$ cat config.mk
export PLATFORM = sky130hd
export DESIGN_NAME = sprite_mover
export DESIGN_NICKNAME = d
export VERILOG_FILES = /design/src/rtl/sprite_mover.sv
export SDC_FILE = /design/constraint.sdc
export NUM_CORES = 1
export LEC_CHECK = 0
export CORE_MARGIN = 2
export CORE_UTILIZATION = 35
export DETAILED_ROUTE_END_ITERATION = 16
export SETUP_SLACK_MARGIN = 0.1
export SLEW_MARGIN = 5
export SYNTH_ARGS = -nofsm -noshare
export SYNTH_HDL_FRONTEND = slang
export SYNTH_SLANG_ARGS = --single-unit
$ cat constraint.sdc
create_clock -name clk -period 2.8 [get_ports clk]
set_input_delay 0.7 -clock clk [delete_from_list [all_inputs] [get_ports clk]]
set_output_delay 0.7 -clock clk [all_outputs]
set_load 0.02 [all_outputs]
$ cat src/rtl/sprite_mover.sv
// sprite_mover: one rectangular sprite at a fixed column that moves up/down
// once per frame tick. Each frame erases the old image, updates the row,
// then redraws, streaming one pixel per clock to the VGA adapter.
module sprite_mover #(
  parameter int                  X_W           = 8,
  parameter int                  Y_W           = 7,
  parameter int                  COLOUR_W      = 3,
  parameter int                  SCREEN_H      = 120,
  parameter int                  SPRITE_W      = 4,
  parameter int                  SPRITE_H      = 4,
  parameter int                  X_POS         = 10,
  parameter int                  Y_INIT        = 56,
  parameter int                  STEP          = 1,
  parameter int                  FRAME_DIV     = 833333,
  parameter logic [COLOUR_W-1:0] SPRITE_COLOUR = 3'b111,
  parameter logic [COLOUR_W-1:0] BG_COLOUR     = 3'b000
) (
  input  logic                clk,
  input  logic                reset,
  input  logic                enable,
  input  logic                up,
  input  logic                down,
  output logic [X_W-1:0]      x,
  output logic [Y_W-1:0]      y,
  output logic [COLOUR_W-1:0] colour,
  output logic                plot,
  output logic                busy,
  output logic                frame_done,
  output logic [Y_W-1:0]      sprite_y
);

  localparam int CNT_W = (FRAME_DIV > 1) ? $clog2(FRAME_DIV) : 1;
  localparam int YE_W  = Y_W + 1;
  localparam logic [YE_W-1:0]  Y_MAX_E   = YE_W'(SCREEN_H - SPRITE_H);
  localparam logic [YE_W-1:0]  STEP_E    = YE_W'(STEP);
  localparam logic [CNT_W-1:0] CNT_LAST  = CNT_W'(FRAME_DIV - 1);
  localparam logic [3:0]       PX_LAST   = 4'(SPRITE_W - 1);
  localparam logic [3:0]       PY_LAST   = 4'(SPRITE_H - 1);

  typedef enum logic [1:0] {S_WAIT, S_ERASE, S_UPDATE, S_DRAW} state_t;

  state_t              state_q;
  logic [CNT_W-1:0]    cnt_q;
  logic                pending_q;
  logic [3:0]          px_q, py_q;
  logic [3:0]          px_d, py_d;
  logic [Y_W-1:0]      sprite_y_q;
  logic [X_W-1:0]      x_q;
  logic [Y_W-1:0]      y_q;
  logic [COLOUR_W-1:0] colour_q;
  logic                plot_q, busy_q, frame_done_q;

  logic                tick;
  logic                last_px, last_py, last_pix;
  logic [X_W-1:0]      pix_x;
  logic [Y_W-1:0]      pix_y;

  // Move toward row 0, clamping at the top edge; widened so it never wraps.
  function automatic logic [Y_W-1:0] sat_up(input logic [Y_W-1:0] cur);
    logic [YE_W-1:0] ext;
    ext = {1'b0, cur};
    if (ext >= STEP_E) return Y_W'(ext - STEP_E);
    return '0;
  endfunction

  // Move toward larger rows, clamping so the sprite stays fully on screen.
  function automatic logic [Y_W-1:0] sat_down(input logic [Y_W-1:0] cur);
    logic [YE_W-1:0] sum;
    sum = {1'b0, cur} + STEP_E;
    if (sum <= Y_MAX_E) return Y_W'(sum);
    return Y_W'(Y_MAX_E);
  endfunction

  assign tick     = enable && (cnt_q == CNT_LAST);
  assign last_px  = (px_q == PX_LAST);
  assign last_py  = (py_q == PY_LAST);
  assign last_pix = last_px && last_py;
  assign pix_x    = X_W'(X_POS) + X_W'(px_q);
  assign pix_y    = sprite_y_q + Y_W'(py_q);

  // Next position in the raster walk: px fastest, py wraps after the last row.
  always_comb begin
    px_d = px_q + 4'd1;
    py_d = py_q;
    if (last_px) begin
      px_d = '0;
      py_d = last_py ? 4'd0 : py_q + 4'd1;
    end
  end

  // Frame-tick divider; frozen while paused so a frame period is not lost.
  always_ff @(posedge clk) begin
    if (reset) begin
      cnt_q <= '0;
    end else if (enable) begin
      cnt_q <= tick ? '0 : cnt_q + 1'b1;
    end
  end

  // Erase/update/draw sequencer with registered pixel outputs.
  always_ff @(posedge clk) begin
    if (reset) begin
      state_q      <= S_DRAW;
      px_q         <= '0;
      py_q         <= '0;
      pending_q    <= 1'b0;
      sprite_y_q   <= Y_W'(Y_INIT);
      x_q          <= '0;
      y_q          <= '0;
      colour_q     <= '0;
      plot_q       <= 1'b0;
      busy_q       <= 1'b0;
      frame_done_q <= 1'b0;
    end else begin
      plot_q       <= 1'b0;
      busy_q       <= 1'b0;
      frame_done_q <= 1'b0;
      if (tick && (state_q != S_WAIT)) pending_q <= 1'b1;
      case (state_q)
        S_WAIT: begin
          // plot_q is still high only in the first WAIT cycle after the last DRAW pixel
          frame_done_q <= plot_q;
          if ((tick || pending_q) && enable) begin
            state_q   <= S_ERASE;
            pending_q <= 1'b0;
          end
        end
        S_ERASE: begin
          x_q      <= pix_x;
          y_q      <= pix_y;
          colour_q <= BG_COLOUR;
          plot_q   <= 1'b1;
          busy_q   <= 1'b1;
          px_q     <= px_d;
          py_q     <= py_d;
          if (last_pix) state_q <= S_UPDATE;
        end
        S_UPDATE: begin
          busy_q <= 1'b1;
          if (up && !down)      sprite_y_q <= sat_up(sprite_y_q);
          else if (down && !up) sprite_y_q <= sat_down(sprite_y_q);
          state_q <= S_DRAW;
        end
        S_DRAW: begin
          x_q      <= pix_x;
          y_q      <= pix_y;
          colour_q <= SPRITE_COLOUR;
          plot_q   <= 1'b1;
          busy_q   <= 1'b1;
          px_q     <= px_d;
          py_q     <= py_d;
          if (last_pix) state_q <= S_WAIT;
        end
        default: state_q <= S_WAIT;
      endcase
    end
  end

  assign x          = x_q;
  assign y          = y_q;
  assign colour     = colour_q;
  assign plot       = plot_q;
  assign busy       = busy_q;
  assign frame_done = frame_done_q;
  assign sprite_y   = sprite_y_q;

endmodule
==> summary.txt, run 1 <==
Status
  – Status: complete, no violations

Clock network
  – H-tree depth: 2
  – CTS tree: done
  – CTS resizes: 0
  – Clock-pin slew on the worst setup and hold paths: approximately 0.090 ns
  – Total CTS buffers: 5
  – Worst-Skew Late Latency: roughly 0.31 ns
  – Clk buf depth: 2
  – CTS root buf: clkbuf_8
  – Hold Buf Count CTS: 0
  – CTS Sinks: 54
  – Post-CTS Setup Inserts: 0

Finish
  – Final instance area: between 3000 and 4000 um^2
  – Syn-to-layout area delta: 17.5%
  – Diodes inserted: 0
  – Final nets: ~400
  – Layout cell share with drive strength beyond 1: 0.0610

Logic synthesis
  – Synth unique cells: 56
  – Combinational family with the most area after synthesis: simple AND/OR/NAND/NOR gates
  – Mapped cell area: between 2000 and 3000 um^2
  – Simple-gate share of the synthesized area: 0.247
  – Synth Register Bits: 54
  – Mapped Avg Cell Area: ~8.3 um^2
  – Mux contribution to synthesized area: 0.00683
  – Synth Warn #: 0
  – XOR/XNOR share of the synthesized area: 0.0657
  – Post-synth EDFFs: 0
  – Ys async rst share: 0
  – Synth Area in Compound Gates: 0.158
  – Seq/Total Area, Yosys: 0.369
  – Main flop type after synthesis: dfxtp_1
  – Cell count after synthesis: 354
  – Adder-cell area share of the yosys netlist: 0.0879

Timing
  – Setup_tns: 0 ns
  – Crit share post-route: 0.849
  – Worst Skew: approximately 0.0086 ns
  – Setup violators final: 0
  – Pins Over Slew Limit: 0
  – Final Hold Fails: 0
  – Worst Tran Pin Value: 0.529 ns
  – Tmin final: between 2 and 2.5 ns
  – Slew HR: 0.647
  – Max Freq: 420 MHz
  – RSZ-0062 raised after global routing: no

Setup path
  – WP data required: about 2.1 ns
  – Max stage delay cell, worst path: clkdlybuf4s50_1
  – CP endpoint kind: output port
  – Critical path type: reg2out
  – Buf+Inv Stages, Crit Path: 1
  – Crit path DAT: 1.68 ns
  – CP cell instances: clkdlybuf4s50_1
  – Slowest cell delay on critical path: ~0.71 ns
  – Startpoint Class: flop
  – CP top delay family: buffers and inverters
  – Critical Path Fanout Max: 17

Global routing
  – Largest net degree at the start of global routing: 24
  – Tot GR Track Use: 0.149
  – First-pass GRT wire length: 10.8 mm
  – Initial antenna violation count: 0
  – GRT Residual Overflow: 0
  – Vias in the first global route: 2,330

Run
  – Max-cap violations: 0

Placed design
  – Port bufs: 29
  – Hpwl dp: between 4 and 5 mm
  – Placed Area: approximately 3300 um^2
  – Final GP Congestion: about 0.84

Detailed routing
  – Total DRC errors in the routed layout: 0
  – Final wirelength: ~6.3 mm
  – Drt pass-1 iters: 5
  – Via density: 5.11
  – Final ANT Viol Nets: 0
  – Initial DRC count: 63
  – Vias: roughly 2,500
  – Routed WL per cell: around 13 um

Pwr
  – Cell Pwr Density: 727 nW/um^2
  – Leak Pwr: 1.29 nW
  – Max VDD drop: around 0.45 mV

Floorplanning
  – Total core area: 8180 um^2
  – Initial Util: 0.359
  – Die span in y: roughly 96 um
  – Die area: 9130 um^2
  – Ports: 33
  – Die W: 95.5 um
  – # rows: 33

Min path
  – Hold Crit Class: reg2reg
==> Yosys cell counts, types with 2 or more instances <==
master / instances / share of area
a211oi_1: 5 / 0.013
a21oi_1: 24 / 0.041
a31oi_1: 5 / 0.011
a41oi_1: 2 / 0.0060
and3_1: 5 / 0.011
and4_1: 2 / 0.0060
buf_2: 6 / 0.010
buf_4: 6 / 0.015
clkbuf_1: 10 / 0.013
dfxtp_1: 54 / 0.37
ha_1: 19 / 0.081
inv_1: 17 / 0.022
mux2i_1: 2 / 0.0068
nand2_1: 35 / 0.045
nand2b_1: 3 / 0.0064
nand3_1: 12 / 0.020
nand4_1: 6 / 0.013
nand4b_1: 2 / 0.0060
nor2_1: 43 / 0.055
nor2b_1: 3 / 0.0064
nor3_1: 9 / 0.015
nor3b_1: 5 / 0.013
nor4_1: 3 / 0.0064
o211ai_1: 2 / 0.0051
o21ai_0: 12 / 0.020
o21bai_1: 3 / 0.0077
o22ai_1: 2 / 0.0043
o31a_1: 3 / 0.0090
or2_2: 3 / 0.0064
or3_1: 5 / 0.011
xnor2_1: 10 / 0.030
xor2_1: 12 / 0.036
==> final timing paths <==
kind	cells after the start	to	start	slack (ns)
worst min-delay path	2	y[0]$_SDFFE_PP0N_	y[0]$_SDFFE_PP0N_	0.46
worst max-delay path	1	sprite_y[4]	sprite_y[4]$_SDFFE_PP1P_	0.42
worst min register to register	2	y[0]$_SDFFE_PP0N_	y[0]$_SDFFE_PP0N_	0.46
worst max register to register	7	y[6]$_SDFFE_PP0N_	sprite_y[1]$_SDFFE_PP0P_	0.53
==> registers in the layout (all words and copies together), names as in the netlist <==
register,flops
colour,1
frame_done,1
pending_q,1
cnt_q,20
x,5
y,7
px_q,4
state_q,2
busy,1
plot,1
sprite_y,7
py_q,4
==> per-stage QoR <==
| stage | power, mW | hold WS [ns] | setup slack (ns) | cells | utilization |
|---|---|---|---|---|---|
| 2_1_floorplan | 1.56 | 0.472 | 0.781 | 356 | - |
| 3_3_place_gp | 1.88 | 0.442 | 0.231 | 474 | 0.404 |
| 3_5_place_dp | 1.88 | 0.445 | 0.205 | 474 | 0.404 |
| 4_1_cts | 2.53 | 0.461 | 0.399 | 482 | 0.421 |
| 5_1_grt | 2.67 | 0.474 | 0.201 | 482 | 0.421 |
| 6_report | 2.50 | 0.457 | 0.422 | 482 | 0.421 |
==> cell families after synthesis <==
kind of cell	count (synthesis)
AND/OR/NAND/NOR	144
XOR/XNOR	22
buffers and inverters	40
adder cells (fa/ha/maj)	20
multiplexers	2
AO/OA/AOI/OAI	71
other	1
flip-flops	54
==> cell type report <==
cell class	instances	area [um^2]
clock buffers	6	82.6
multi-input cells	262	1670
repair buffers	36	355
flip-flops and latches	54	1080
clock inverters	2	60.1
fillers	821	4730
well taps	105	131
inverters	17	63.8
==> placed cells by master (no fill, tap or decap), types with 9 or more instances in the layout <==
master,n
xor2_1,12
ha_1,19
nor3_1,9
a21oi_1,24
nor2_1,43
xnor2_1,10
clkdlybuf4s50_1,29
dfxtp_1,54
nand2_1,35
nand3_1,12
inv_1,17
o21ai_0,12
==> where the power goes <==
group | total [mW] | internal [mW] | switching [mW]
Sequential | 1.02 | 0.891 | 0.125
Combinational | 0.848 | 0.371 | 0.477
Clock | 0.641 | 0.381 | 0.260
==> per-layer routing <==
metal,part of all wire,vias to the layer above,track usage
met5,0,-,0
met4,0.0076,0,0.0417
met3,0.049,4,0.0324
li1,-,1276,-
met1,0.52,1123,0.210
met2,0.42,59,0.227
(Power assumes the default switching activity.)
==> run 2: changes to the inputs <==
==> constraint.sdc (replaced) <==
create_clock -name clk -period 2.4 [get_ports clk]
set_input_delay 0.6 -clock clk [delete_from_list [all_inputs] [get_ports clk]]
set_output_delay 0.6 -clock clk [all_outputs]
set_load 0.02 [all_outputs]
==> summary.txt, run 2 (synthesis results as in run 1) <==
Floorplanning
  – Total core area: 8180 um^2
  – Die area: 9130 um^2
  – Die span in y: between 90 and 100 um
  – # rows: 33
  – Initial Util: 0.359
  – Die W: ~96 um
  – Ports: 33

Finish
  – # fillers: approximately 830
  – Most frequent cells in the layout: dfxtp_1 (53), nor2_1 (43), nand2_1 (35)
  – Layout Cells excl Fill: 490
  – Max reg flops: 20
  – Final instance area: 3480 um^2
  – Commonest non-fill, non-tap cell in the layout: dfxtp_1
  – Register cell area after layout: ~1100 um^2
  – Area of the multi-input gates: about 1700 um^2
  – Layout cell share with drive strength beyond 1: 0.0779
  – Diodes inserted: 0
  – Most flops, register: cnt_q
  – Syn-to-layout area delta: 18.8%
  – Final nets: ~410

Setup path
  – WP data required: roughly 1.8 ns
  – CP top delay family: buffers and inverters
  – Buf+Inv Stages, Crit Path: 2
  – R2R cell count: 8
  – CP endpoint kind: output port
  – R2R setup slack: around 0.34 ns
  – Critical path type: reg2out
  – Slowest cell delay on critical path: 0.61 ns
  – Critical Path Fanout Max: 8
  – Reg-to-Reg Start: sprite_y[0]$_SDFFE_PP0P_
  – Reg2reg end: y[4]$_SDFFE_PP0N_
  – Critical Path Start: sprite_y[1]$_SDFFE_PP0P_
  – Startpoint Class: flop
  – Crit path DAT: roughly 1.6 ns
  – Max stage delay cell, worst path: clkdlybuf4s50_1
  – CP cell instances: buf_4 -> clkdlybuf4s50_1

Timing
  – Setup_tns: 0 ns
  – Final worst slack: around 0.2 ns
  – Pins Over Slew Limit: 0
  – Crit share post-route: 0.918
  – Max Freq: approximately 450 MHz
  – Final Hold Fails: 0
  – Setup violators final: 0
  – RSZ-0062 raised after global routing: no
  – Hold_ws: ~0.46 ns
  – Tmin final: 2.20 ns
  – Worst Skew: about 0.0062 ns

Detailed routing
  – Via density: approximately 5
  – Final wirelength: 6.39 mm
  – Vias: about 2,500
  – Drt pass-1 iters: 4
  – Initial DRC count: 117
  – Final ANT Viol Nets: 0
  – Total DRC errors in the routed layout: 0
  – Routed WL per cell: 13.0 um

Clock network
  – Clk buf depth: 2
  – CTS tree: done
  – CTS Sinks: 54
  – CTS root buf: clkbuf_8
  – Worst-Skew Late Latency: 0.31 ns
  – H-tree depth: 2
  – Total CTS buffers: 5
  – Post-CTS Setup Inserts: 0
  – Clock-pin slew on the worst setup and hold paths: roughly 0.090 ns

Global routing
  – Vias in the first global route: 2,356
  – Grt met3 use: 0.0292
  – M1 GR Usage: 0.224
  – GRT Residual Overflow: 0
  – Tot GR Track Use: 0.152
  – First-pass GRT wire length: about 11 mm
  – Grt met2 use: 0.231
  – Global routing's busiest layer: met2
  – Initial antenna violation count: 0
  – Largest net degree at the start of global routing: 24

Placed design
  – Dpl cells: 482
  – Placed Area: between 3000 and 4000 um^2
  – Port bufs: 29
  – Pre-CTS setup slack: 0.0327 ns
  – Hpwl dp: about 4.7 mm
  – Final GP Congestion: about 0.83

Pwr
  – Leak Pwr: 1.31 nW
  – Cell Pwr Density: about 800 nW/um^2
  – Max VDD drop: ~0.48 mV

Min path
  – Hold Crit Class: reg2reg
  – Hold Path Sink: x[3]$_SDFFE_PP0N_
  – Hold path cells: 2
  – Hold Crit Start: x[3]$_SDFFE_PP0N_

Run
  – Max-cap violations: 0

Status
  – Status: complete, no violations
==> run 2: changes by cell type in the layout (fill, tap and decap cells not counted) <==
cell and change:
clkbuf_1 +2, clkbuf_8 -1, buf_12 +1, bufinv_16 -1, dfxtp_1 -1, buf_4 +7
dfxtp_2 +1
==> run 2: area by class of cell <==
class                      instances  share of cell area
multi-input combinational        262               0.480
tap                              105              0.0377
sequential                        54               0.311
clock inverter                     1             0.00862
inverter                          17              0.0183
clock buffer                       7              0.0219
timing repair buffer              44               0.123
==> run 2: worst max-delay path by stage <==
stage / depth (start not counted) / end
2_1_floorplan: 8 / y[6]$_SDFFE_PP0N_
3_3_place_gp: 7 / sprite_y[5]$_SDFFE_PP1P_
3_5_place_dp: 8 / sprite_y[4]$_SDFFE_PP1P_
4_1_cts: 1 / sprite_y[2]
5_1_grt: 8 / y[4]$_SDFFE_PP0N_
6_report: 2 / sprite_y[1]
==> run 2: metal layers <==
metal  vias to the layer above  wire, um  part of all wire
li1                       1286         -                 -
met4                         0        51            0.0080
met2                        42      2770              0.43
met1                      1176      3310              0.52
met3                         5       249             0.039
met5                         -         0                 0
==> run 2: worst register-to-register path, stage by stage, from the launching register on <==
cell and delay, ns:
dfxtp_1 0.49, ha_1 0.22, inv_1 0.05, fa_1 0.39
nor2b_1 0.13, o21ai_0 0.14, and3_1 0.22, o21ai_0 0.21
a21oi_1 0.10
==> run 2: repair_timing <==
action                     in CTS  in global routing
resized for setup               0                  1
hold buffers                    0                  0
setup endpoints to repair       0                  1
==> run 2: power by group <==
part / internal [mW] / switching (mW) / leakage, nW
combinational: 0.444 / 0.575 / 0.820
sequential: 1.04 / 0.132 / 0.441
clock: 0.313 / 0.289 / 0.0524
total: 1.80 / 0.996 / 1.31
==> run 2: stage by stage <==
stage               utilization  power (mW)
floorplan                     -        1.82
global placement          0.413        2.21
detailed placement        0.413        2.21
CTS                       0.426        2.82
global route              0.426        2.99
finish                    0.426        2.79
==> run 3: changes to the inputs <==
--- a/config.mk
+++ b/config.mk
@@ -5,9 +5,10 @@
 export SDC_FILE = /design/constraint.sdc
 export NUM_CORES = 1
 export LEC_CHECK = 0
-export CORE_MARGIN = 2
-export CORE_UTILIZATION = 35
+export CORE_MARGIN = 3
+export CORE_UTILIZATION = 56
 export DETAILED_ROUTE_END_ITERATION = 16
+export PLACE_DENSITY = 0.8
 export SETUP_SLACK_MARGIN = 0.1
 export SLEW_MARGIN = 5
 export SYNTH_ARGS = -nofsm -noshare
==> summary.txt, run 3 (synthesis results as in run 1) <==
Status
  – Status: complete, no violations

Global routing
  – Initial antenna violation count: 0
  – Vias in the first global route: between 2,000 and 2,500
  – Tot GR Track Use: 0.217
  – GRT Residual Overflow: 0
  – First-pass GRT wire length: 10.9 mm
  – Largest net degree at the start of global routing: 24

Placed design
  – Dpl cells: ~440
  – Final GP Congestion: 0.940
  – Hpwl dp: between 4 and 5 mm
  – Pre-CTS setup slack: around 0.012 ns
  – Port bufs: 29
  – Placed Area: about 3300 um^2

Finish
  – Most flops, register: cnt_q
  – Final Util: 0.698
  – Most frequent cells in the layout: dfxtp_1 (53), nor2_1 (43), nand2_1 (35)
  – Layout Cells excl Fill: approximately 450
  – Max reg flops: 20
  – Syn-to-layout area delta: 16.2%
  – # fillers: slightly below 400
  – Layout cell share with drive strength beyond 1: 0.0759
  – Diodes inserted: 0
  – Final nets: between 400 and 500
  – Commonest non-fill, non-tap cell in the layout: dfxtp_1
  – Final instance area: around 3400 um^2

Timing
  – RSZ-0062 raised after global routing: no
  – Worst Skew: between 0.007 and 0.008 ns
  – Setup_tns: 0 ns
  – Crit share post-route: 0.927
  – Setup violators final: 0
  – Hold_ws: between 0.4 and 0.5 ns
  – Pins Over Slew Limit: 0
  – Max Freq: around 450 MHz
  – Tmin final: ~2.2 ns
  – Final Hold Fails: 0
  – Final worst slack: about 0.18 ns

Clock network
  – Total CTS buffers: 5
  – CTS tree: done
  – CTS root buf: clkbuf_8
  – Hold Buf Count CTS: 0
  – CTS Sinks: between 50 and 60
  – Post-CTS Setup Inserts: 0
  – H-tree depth: 2
  – Clock-pin slew on the worst setup and hold paths: approximately 0.090 ns
  – Clk buf depth: 2
  – Worst-Skew Late Latency: 0.30 ns

Setup path
  – Critical path type: reg2out
  – Reg-to-Reg Start: sprite_y[0]$_SDFFE_PP0P_
  – Max stage delay cell, worst path: clkdlybuf4s50_1
  – Critical Path Start: sprite_y[2]$_SDFFE_PP0P_
  – WP data required: between 1.5 and 2 ns
  – CP top delay family: buffers and inverters
  – Buf+Inv Stages, Crit Path: 1
  – CP endpoint kind: output port
  – Startpoint Class: flop
  – Critical Path Fanout Max: 13
  – Crit path DAT: about 1.6 ns
  – Slowest cell delay on critical path: around 0.70 ns
  – CP cell instances: clkdlybuf4s50_1

Detailed routing
  – Via density: between 5 and 6
  – Routed WL per cell: 14.0 um
  – Total DRC errors in the routed layout: 0
  – Drt pass-1 iters: 4
  – Final ANT Viol Nets: 0
  – Vias: between 2,000 and 3,000
  – Final wirelength: 6.28 mm
  – Initial DRC count: about 180

Floorplanning
  – Die W: 78.4 um
  – Initial Util: 0.601
  – Ports: 33
  – Die area: 6140 um^2
  – Die span in y: roughly 80 um
  – Total core area: 4880 um^2
  – # rows: 25

Pwr
  – Cell Pwr Density: about 800 nW/um^2
  – Max VDD drop: between 0.6 and 0.7 mV
  – Leak Pwr: approximately 1.3 nW
  – Power Total: approximately 2.8 mW

Min path
  – Hold Crit Start: y[4]$_SDFFE_PP0N_
  – Hold Crit Class: reg2reg

Run
  – Max-cap violations: 0
-- run 3: area by class of cell --
type | instances | area, um^2 | area share
multi-input cells | 262 | 1670 | 0.490
clock inverters | 3 | 45.0 | 0.0132
well taps | 67 | 83.8 | 0.0246
repair buffers | 41 | 393 | 0.115
clock buffers | 5 | 68.8 | 0.0202
flip-flops and latches | 54 | 1080 | 0.318
inverters | 17 | 63.8 | 0.0187
-- run 3: repair_timing --
action	4_1_cts	5_1_grt
endpoints found under the hold margin	0	0
resized for setup	0	1
endpoints found under the setup margin	0	1
-- run 3: final timing paths --
kind	end	slack, ns	depth (start not counted)
worst max register to register	sprite_y[1]$_SDFFE_PP0P_	0.35	7
worst min register to register	y[4]$_SDFFE_PP0N_	0.46	2
worst min-delay path	y[4]$_SDFFE_PP0N_	0.46	2
worst max-delay path	sprite_y[2]	0.18	1
-- run 3: tightest hold or removal path, stage by stage, from the launching register on --
cell,delay (ns)
dfxtp_1,0.32
nand2_1,0.05
a21oi_1,0.05
-- run 3: routing by layer --
layer / up-vias / wire [um] / global-route usage / share of wire
met5: - / 0 / 0 / 0
met2: 50 / 3080 / 0.359 / 0.49
met3: 8 / 251 / 0.0390 / 0.040
li1: 1286 / - / - / -
met1: 1205 / 2880 / 0.291 / 0.46
met4: 0 / 67 / 0.0629 / 0.011
-- run 3: report_power, final --
group          leakage (nW)  internal (mW)  switching [mW]
clock                0.0504          0.310           0.295
sequential            0.440           1.04           0.127
combinational         0.803          0.442           0.587
